$ cat src/rtl/sound_pkg.sv
// Shared constants and helpers for the note/volume controller family.
package sound_pkg;

  localparam int unsigned NOTE_TBL_N = 8;
  localparam int unsigned BAR_MAX_W  = 64;

  // Tone half-period dividers for a 100 MHz clock, C4..C5.
  localparam logic [19:0] NOTE_DIV [0:NOTE_TBL_N-1] = '{
    20'd191113, 20'd170262, 20'd151686, 20'd143173,
    20'd127551, 20'd113636, 20'd101238, 20'd95556
  };

  typedef enum logic [1:0] {
    VOL_HOLD = 2'b00,
    VOL_UP   = 2'b01,
    VOL_DN   = 2'b10
  } vol_op_e;

  function automatic logic [7:0] to_bcd(input int unsigned lvl);
    logic [3:0] tens;
    logic [3:0] ones;
    tens = 4'(lvl / 10);
    ones = 4'(lvl % 10);
    return {tens, ones};
  endfunction

  // Bar of floor(lvl*led_w/level_max) ones, packed against bit led_w-1.
  function automatic logic [BAR_MAX_W-1:0] bar_fill(input int unsigned lvl,
                                                    input int unsigned led_w,
                                                    input int unsigned level_max);
    logic [BAR_MAX_W-1:0] bar;
    int unsigned          n;
    bar = '0;
    n   = (lvl * led_w) / level_max;
    for (int unsigned i = 0; i < BAR_MAX_W; i++) begin
      bar[i] = (i < led_w) && ((i + n) >= led_w);
    end
    return bar;
  endfunction

endpackage

$ cat src/rtl/btn_repeat.sv
// Rising-edge detector with optional hold-to-repeat step generation.
module btn_repeat #(
  parameter int unsigned REPEAT_CYC = 25_000_000,
  parameter bit          REPEAT_EN  = 1'b1
) (
  input  logic clk,
  input  logic rst_n,
  input  logic btn,
  output logic step
);

  localparam int unsigned CW = (REPEAT_CYC > 1) ? $clog2(REPEAT_CYC) : 1;
  localparam logic [CW-1:0] LAST = CW'(REPEAT_CYC - 1);

  logic          btn_q;
  logic          step_q, step_d;
  logic [CW-1:0] cnt_q, cnt_d;

  // Counter restarts on the initial pulse so the first repeat lands
  // REPEAT_CYC cycles after it; release drops it back to zero.
  always_comb begin
    cnt_d  = '0;
    step_d = 1'b0;
    if (btn && !btn_q) begin
      step_d = 1'b1;
    end else if (btn && REPEAT_EN) begin
      if (cnt_q == LAST) begin
        step_d = 1'b1;
      end else begin
        cnt_d = cnt_q + 1'b1;
      end
    end
  end

  always_ff @(posedge clk or negedge rst_n) begin
    if (!rst_n) begin
      btn_q  <= 1'b0;
      cnt_q  <= '0;
      step_q <= 1'b0;
    end else begin
      btn_q  <= btn;
      cnt_q  <= cnt_d;
      step_q <= step_d;
    end
  end

  assign step = step_q;

endmodule

$ cat src/rtl/sound_ctrl_param.sv
// Note selection, saturating volume with auto-repeat, mute, and display outputs.
module sound_ctrl_param
  import sound_pkg::*;
#(
  parameter int unsigned NUM_NOTES   = 8,
  parameter int unsigned LEVEL_MAX   = 16,
  parameter int unsigned LEVEL_RESET = 1,
  parameter logic [15:0] STEP        = 16'h0400,
  parameter int unsigned LED_W       = 16,
  parameter int unsigned REPEAT_CYC  = 25_000_000
) (
  input  logic                 clk,
  input  logic                 rst_n,
  input  logic [NUM_NOTES-1:0] note_btn,
  input  logic                 enable,
  input  logic                 vol_up,
  input  logic                 vol_dn,
  input  logic                 mute_btn,
  output logic [19:0]          note_div,
  output logic                 note_on,
  output logic [31:0]          vol_level,
  output logic [3:0]           level_0,
  output logic [3:0]           level_1,
  output logic [LED_W-1:0]     led,
  output logic                 muted
);

  localparam int unsigned LW = $clog2(LEVEL_MAX + 1);

  if ((LEVEL_MAX * STEP) > 32'h7FFF || LEVEL_MAX > 99 || LEVEL_MAX < 1 ||
      NUM_NOTES > NOTE_TBL_N || NUM_NOTES < 1 || LEVEL_RESET > LEVEL_MAX ||
      LED_W > BAR_MAX_W || LED_W < 1) begin : g_param_err
    $error("sound_ctrl_param: illegal parameter combination");
  end

  logic          up_step, dn_step, mute_step;
  logic [19:0]   note_div_q, note_div_d;
  logic          note_on_q, note_on_d;
  logic [LW-1:0] level_q, level_d;
  logic          muted_q, muted_d;
  vol_op_e       vol_op;
  logic [15:0]   amp;

  btn_repeat #(.REPEAT_CYC(REPEAT_CYC), .REPEAT_EN(1'b1)) u_rep_up (
    .clk(clk), .rst_n(rst_n), .btn(vol_up), .step(up_step)
  );

  btn_repeat #(.REPEAT_CYC(REPEAT_CYC), .REPEAT_EN(1'b1)) u_rep_dn (
    .clk(clk), .rst_n(rst_n), .btn(vol_dn), .step(dn_step)
  );

  btn_repeat #(.REPEAT_CYC(REPEAT_CYC), .REPEAT_EN(1'b0)) u_rep_mute (
    .clk(clk), .rst_n(rst_n), .btn(mute_btn), .step(mute_step)
  );

  // Lowest set button wins; the on-flag doubles as the "already found" mark.
  always_comb begin
    note_div_d = '0;
    note_on_d  = 1'b0;
    if (enable) begin
      for (int unsigned i = 0; i < NUM_NOTES; i++) begin
        if (note_btn[i] && !note_on_d) begin
          note_div_d = NOTE_DIV[i];
          note_on_d  = 1'b1;
        end
      end
    end
  end

  always_comb begin
    case ({dn_step, up_step})
      2'b01:   vol_op = VOL_UP;
      2'b10:   vol_op = VOL_DN;
      default: vol_op = VOL_HOLD;
    endcase
  end

  always_comb begin
    level_d = level_q;
    case (vol_op)
      VOL_UP:   if (level_q != LW'(LEVEL_MAX)) level_d = level_q + 1'b1;
      VOL_DN:   if (level_q != '0)             level_d = level_q - 1'b1;
      default:  level_d = level_q;
    endcase
  end

  assign muted_d = muted_q ^ mute_step;

  always_ff @(posedge clk or negedge rst_n) begin
    if (!rst_n) begin
      note_div_q <= '0;
      note_on_q  <= 1'b0;
      level_q    <= LW'(LEVEL_RESET);
      muted_q    <= 1'b0;
    end else begin
      note_div_q <= note_div_d;
      note_on_q  <= note_on_d;
      level_q    <= level_d;
      muted_q    <= muted_d;
    end
  end

  assign amp       = muted_q ? '0 : 16'(32'(level_q) * 32'(STEP));
  assign vol_level = {amp, 16'(~amp + 16'd1)};

  assign {level_1, level_0} = to_bcd(32'(level_q));
  assign led                = LED_W'(bar_fill(32'(level_q), LED_W, LEVEL_MAX));

  assign note_div = note_div_q;
  assign note_on  = note_on_q;
  assign muted    = muted_q;

endmodule

$ cat config.mk
export PLATFORM = sky130hd
export DESIGN_NAME = sound_ctrl_param
export DESIGN_NICKNAME = d
export VERILOG_FILES = /design/src/rtl/sound_pkg.sv /design/src/rtl/btn_repeat.sv /design/src/rtl/sound_ctrl_param.sv
export SDC_FILE = /design/constraint.sdc
export NUM_CORES = 1
export LEC_CHECK = 0
export ABC_AREA = 1
export ABC_CLOCK_PERIOD_IN_PS = 4100
export BUFFER_PORTS_ARGS = -buffer_cell sky130_fd_sc_hd__buf_2
export CAP_MARGIN = 20
export CORE_MARGIN = 2
export CORE_UTILIZATION = 50
export DETAILED_ROUTE_END_ITERATION = 6
export HOLD_SLACK_MARGIN = 0.08
export PLACE_DENSITY = 0.78
export SYNTH_ARGS = -nofsm -noshare
export SYNTH_HDL_FRONTEND = slang
export SYNTH_SLANG_ARGS = --single-unit
$ cat constraint.sdc
create_clock -name clk -period 4.1 [get_ports clk]
set_input_delay 0.82 -clock clk [delete_from_list [all_inputs] [get_ports clk]]
set_output_delay 0.82 -clock clk [all_outputs]
set_load 0.05 [all_outputs]
Yosys cells after proc, flatten, opt, wreduce, memory -nomap -nowiden

Index checks and enable logic that the tools add are counted.

Word-level logic and storage cells: 127
Bits in read-only memories: 0
Bits in latches: 0
Memories kept: 0
Output and inout bits: 78
Flip-flop bits (word level): 83
RAM bits: 0

Reduce and logical (&&, ||, !) cells: 23
Shifts and indexed selects: 0
Div/mod/pow operators: 2
Order comparisons: 16
Bitwise operators: 2
$add $sub $neg: 20
Multiply operators: 0
Equal/unequal tests: 9
Multiplexer cells: 43

Operators by type and width:

| kind                                                              | number |
|---|---|
| two-way mux 25 bit                                                | 6 |
| greater-or-equal comparator 6 x 5 -> 1 bit, second input constant | 15 |
| two-way mux 18 bit                                                | 5 |
| two-way mux 20 bit                                                | 4 |
| adder 25 x 1 -> 25 bit, second input constant                     | 2 |
| == test 25 bit, second input constant                             | 2 |
| adder 4 x 5 -> 6 bit, first input constant                        | 8 |
| divider 5 x 4 -> 32 bit, second input constant                    | 1 |
| remainder unit 5 x 4 -> 32 bit, second input constant             | 1 |
| adder 3 x 5 -> 6 bit, first input constant                        | 4 |
| two-way mux 1 bit                                                 | 23 |
| adder 16 x 1 -> 16 bit, second input constant                     | 1 |
| inverter 15 -> 16 bit                                             | 1 |
| two-way mux 15 bit                                                | 1 |
| adder 2 x 5 -> 6 bit, first input constant                        | 2 |
| logical AND 1 bit                                                 | 10 |
| zero test 1 bit                                                   | 10 |
| two-way mux 5 bit                                                 | 2 |
| one-hot mux 5 bit (2 select lines)                                | 1 |
| adder 1 x 5 -> 6 bit, first input constant                        | 1 |
| adder 5 x 1 -> 5 bit, second input constant                       | 1 |
| greater-or-equal comparator 5 bit, second input constant          | 1 |
| != test 5 bit, second input constant                              | 1 |
| nonzero test 5 bit                                                | 1 |
| 8 further kinds                                                   | 11 |

Longest topological paths before layout

Depth after elaboration: 30
Mapped depth: 13
Gate-level depth less buffers: 13

Hierarchy

From an unflattened synthesis, not the netlist that was laid out.

Cell total of the unflattened synthesis: 652
Area, all modules: 5154.9 µm²

Modules (own cells, without submodules):

| module                     | cells an instance | times used | area an instance (µm²) |
|---|---|---|---|
| btn_repeat at u_rep_dn ... | 189               | 2          | 1522.7 |
| sound_ctrl_param           | 270               | 1          | 2049.5 |
| btn_repeat at u_rep_mute   | 4                 | 1          | 60.1 |

Worst setup path before layout

No wires, ideal clock.

Path type: reg-to-output
From: register level_q[2]
To: output port level_0[1]
Path buffers: 1
Arrival: 2.800 ns
Setup slack: 0.480 ns
Cell stages (with the launch flop): 11
Required time: 3.280 ns
Cell sequence: dfrtp_1 -> clkbuf_2 -> inv_1 -> ha_1 -> inv_1 -> ha_1 -> inv_1 -> nand3_1 -> nor2_1 -> a21oi_2 -> xor2_1

Word-level cells in the longest chain between the ends: 1

Ends and longest elaborated chain:

| item                           | line                   | text |
|---|---|---|
| from (decl)                    | sound_ctrl_param.sv:39 | `logic [LW-1:0] level_q, level_d;` |
| from (signal assigned)         | sound_ctrl_param.sv:93 | `level_q <= LW'(LEVEL_RESET);` |
| from (signal assigned)         | sound_ctrl_param.sv:98 | `level_q <= level_d;` |
| remainder unit 5 x 4 -> 32 bit | sound_pkg.sv:23        | `ones = 4'(lvl % 10);` |
| to (decl)                      | sound_ctrl_param.sv:22 | `output logic [3:0] level_0,` |

No other way between the ends.

Worst setup path in the final report

From: register level_q[3]
To: output port level_0[2]

Same word-level chain as after synthesis.

==> summary.txt <==
PLACE
------------------------------------------------------------------------------------------------------
HPWL after detailed placement                                                                  8148 um
Area after DPL                                                                              5482 sq um
Worst slack at placement                                                                     0.9579 ns
Count of buffers from port buffering                                                                66
Final RePlAce weighted congestion                                                               0.9552

TIMING
------------------------------------------------------------------------------------------------------
Slew headroom                                                                                   57.69%
Post-route clock skew                                                                       0.01425 ns
RSZ-0062 raised after global routing                                                             false
Fmax achieved                                                                                281.9 MHz
Min setup slack post-route                                                                   0.5530 ns
Final worst path period share                                                                   86.51%
Tightest Pin Transition                                                                      0.6347 ns
Final worst path period need                                                                  3.547 ns
Final hold viol count                                                                                0
Final number of max-transition violations                                                            0
Final setup viols                                                                                    0
Final total negative setup slack                                                                  0 ns

SYNTHESIS
------------------------------------------------------------------------------------------------------
Netlist Area Pre-Place                                                                      5170 sq um
Fraction of the mapped netlist area in compound gates                                           5.905%
Area share of and/or/nand/nor cells after synthesis                                             35.14%
Top-area cell type share of the netlist area                                                    38.72%
Post-synthesis share of cell area spent on xor and xnor gates                                   4.913%
Multiplexer share of the synthesized area                                                           0%
Combinational family with the most area after synthesis                                   simple AND/OR/NAND/NOR gates
Top area cells in the synthesized netlist                                                 sky130_fd_sc_hd__dfrtp_1, sky130_fd_sc_hd__nand2_1, sky130_fd_sc_hd__nor2_1, sky130_fd_sc_hd__inv_1, sky130_fd_sc_hd__nand3_1
Post-synthesis average cell area                                                           7.231 sq um
Number of warning messages in the yosys log                                                          0
Gate count of the mapped netlist                                                                   715
Cell type contributing the most total cell area after synthesis                           sky130_fd_sc_hd__dfrtp_1
Sequential share of the synthesized area                                                        39.23%
Number of storage elements in the synthesis netlist                                                 81
Yosys cell types                                                                                    44
Synth Area in Adders                                                                            3.049%

GRT
------------------------------------------------------------------------------------------------------
Global-route congestion overflow total                                                               0
Maximum number of pins on one net before global-route repair                                        82
Initial antenna violation count                                                                      0
Number of global-route vias before repair                                                         4163
GR Util All Layers                                                                              20.62%
Wire length of the first global-routing pass                                                  18950 um

PWR
------------------------------------------------------------------------------------------------------
Power per unit of standard cell area                                                      613.5 nW/um^2
Final total power                                                                             3.507 mW
Leakage component of the power                                                                2.705 nW
Peak ir drop on the vdd network                                                              0.6301 mV

CLOCK TREE
------------------------------------------------------------------------------------------------------
Post-CTS setup buffer count                                                                          0
TritonCTS Sinks                                                                                     81
Clock transition at the register clock pins on the worst setup and hold paths after CTS        0.10 ns
Root buffer cell                                                                          sky130_fd_sc_hd__clkbuf_8
Max Buffers Root-to-Sink                                                                             2
TritonCTS clock tree                                                                             built
Number of gates resized after cts                                                                    0
CTS buffer count                                                                                     9
Maximum level of the CTS H-tree                                                                      3
Total of hold buffers inserted after clock tree synthesis                                            0
Worst-Skew Late Latency                                                                        0.36 ns

LAYOUT
------------------------------------------------------------------------------------------------------
Fraction of layout instances using a drive strength above 1                                     14.71%
Synthesis-to-layout area growth                                                                 10.58%
Final instance area                                                                         5717 sq um
Final antenna diode count                                                                            0
Final net count                                                                                    803

OUTCOME
------------------------------------------------------------------------------------------------------
Run status                                                                                finished, final reports clean

DRT
------------------------------------------------------------------------------------------------------
Per-cell routed wire length                                                                   11.81 um
DRT iter0 DRCs                                                                                     267
Post-detailed-routing wire length                                                             10840 um
Post-route DRC violation count                                                                       0
Count of vias placed by the detailed router                                                       4535
Via density per instance                                                                         4.940
Remaining antenna violation count after routing                                                      0
First-pass DRT Iterations                                                                            5

CRITICAL PATH
------------------------------------------------------------------------------------------------------
Crit Path Category                                                                        flip-flop to output pin
Endpoint kind of the worst setup timing path                                                output pin
Worst endpoint required time                                                                   3.28 ns
Critical R2R Capture                                                                        level_q[4]
Arrival @ worst endpoint                                                                       2.73 ns
Number of cell instances on the worst register-to-register path                                     10
Kind of launch point of the worst setup path                                                 flip-flop
Register-to-Register Setup Slack                                                               2.07 ns
Worst flop-to-flop path startpoint                                                          level_q[1]
Largest fanout on the critical path                                                                 11

MIN PATH
------------------------------------------------------------------------------------------------------
Worst min-delay path class                                                                input port to async pin

FLOORPLANNING
------------------------------------------------------------------------------------------------------
Number of core rows                                                                                 37
Chip width                                                                                    105.7 um
Die Outline Area                                                                           11170 sq um
Height of the die                                                                             105.7 um
Area of the placeable core                                                                 10180 sq um
Starting utilization of the core area                                                           50.76%
Number of I/O pins                                                                                  92

JOB
------------------------------------------------------------------------------------------------------
Max-cap violations                                                                                   0

logic make-up (layout without fill, tap and decap cells):
kind of cell | count (synthesis) | in the layout
and+or+nand+nor | 411 | 411
buffers and inverters | 126 | 169
DFF | 81 | 81
AOI/OAI and AO/OA | 55 | 55
xor gates and xnor gates | 29 | 29
adders and majority gates | 12 | 12
other | 1 | 25
worst max path at each step:
| stage | startpoint | endpoint | slack (ns) | depth (start not counted) |
|---|---|---|---|---|
| 4_1_cts | level_q[3] | level_0[2] | 0.56 | 12 |
| 2_1_floorplan | level_q[2] | level_0[1] | 0.48 | 10 |
| 6_report | level_q[3] | level_0[2] | 0.55 | 12 |
| 3_3_place_gp | level_q[3] | level_0[2] | 1.04 | 12 |
| 5_1_grt | level_q[3] | level_0[1] | 0.28 | 10 |
| 3_5_place_dp | level_q[3] | level_0[2] | 0.96 | 12 |
cells in the final DEF (no fill, tap or decap), drive strengths merged, types with 9 or more instances in the layout:
master  count
nand4      10
nor2      159
xor2       21
o21ai      14
nand3      61
nand2     162
a21oi      29
dfrtp      80
clkbuf      9
inv        88
conb       25
buf        67
ha         11
registers in the layout, indices dropped and copies added (netlist names):
register	flops
u_rep_mute.step	1
muted	1
u_rep_up.cnt_q	25
u_rep_dn.btn_q	1
u_rep_dn.cnt_q	25
level_q	5
u_rep_up.step	1
u_rep_up.btn_q	1
note_div	18
note_on	1
u_rep_dn.step	1
u_rep_mute.btn_q	1
stage by stage:
stage | util (%) | cells | hold slack (ns)
after floorplan | - | 739 | 0.3763
after global placement | 53.82 | 901 | 0.3923
after detailed placement | 53.82 | 901 | 0.4029
after CTS | 55.86 | 917 | 0.4211
after global routing | 56.13 | 918 | 0.2471
final | 56.13 | 918 | 0.2607
worst max-delay path: stages (launching register included):
cell and delay (ns):
sky130_fd_sc_hd__dfrtp_1 0.57, sky130_fd_sc_hd__clkinv_1 0.34, sky130_fd_sc_hd__ha_1 0.34, sky130_fd_sc_hd__inv_1 0.09, sky130_fd_sc_hd__ha_1 0.22, sky130_fd_sc_hd__inv_1 0.07, sky130_fd_sc_hd__nand3_1 0.06, sky130_fd_sc_hd__nor2_1 0.16
sky130_fd_sc_hd__a21oi_2 0.11, sky130_fd_sc_hd__nand2_1 0.07, sky130_fd_sc_hd__nand2_1 0.05, sky130_fd_sc_hd__nand2_1 0.04, sky130_fd_sc_hd__buf_2 0.25
area by class of cell:
class | instances | area (sq um)
timing repair buffer | 67 | 360.3
fill | 969 | 4468
multi-input combinational | 532 | 2628
clock inverter | 7 | 83.83
inverter | 86 | 322.8
sequential | 81 | 2028
clock buffer | 9 | 123.9
tap | 136 | 170.2
power breakdown:
group	internal [mW]	switching [mW]	total, mW
Combinational	0.427	1.51	1.93
Clock	0.294	0.323	0.618
Sequential	0.845	0.111	0.956
cell usage after synthesis (all sizes together):
cell    instances
nand4          10
ha             11
clkinv          3
nor3b           1
a31oi           4
or2             4
o21ai          14
dfstp           1
nor4            2
xor2           21
o21bai          1
nand3b          2
o21a            1
nor3            8
inv            83
o221ai          1
nor2          159
clkbuf          5
dfrtp          80
and2            2
xnor2           8
conb            1
fa              1
o211ai          4
o31ai           1
a21oi          29
buf            35
nand2         162
nand3          61
per-layer routing:
| layer | wire length (um) | GRT usage, % |
|---|---|---|
| met5 | 0 | 0 |
| met4 | 109 | 5.263 |
| met3 | 684 | 3.834 |
| met2 | 5008 | 33.00 |
| met1 | 5039 | 28.97 |
Power figures use the tool's default switching activity.
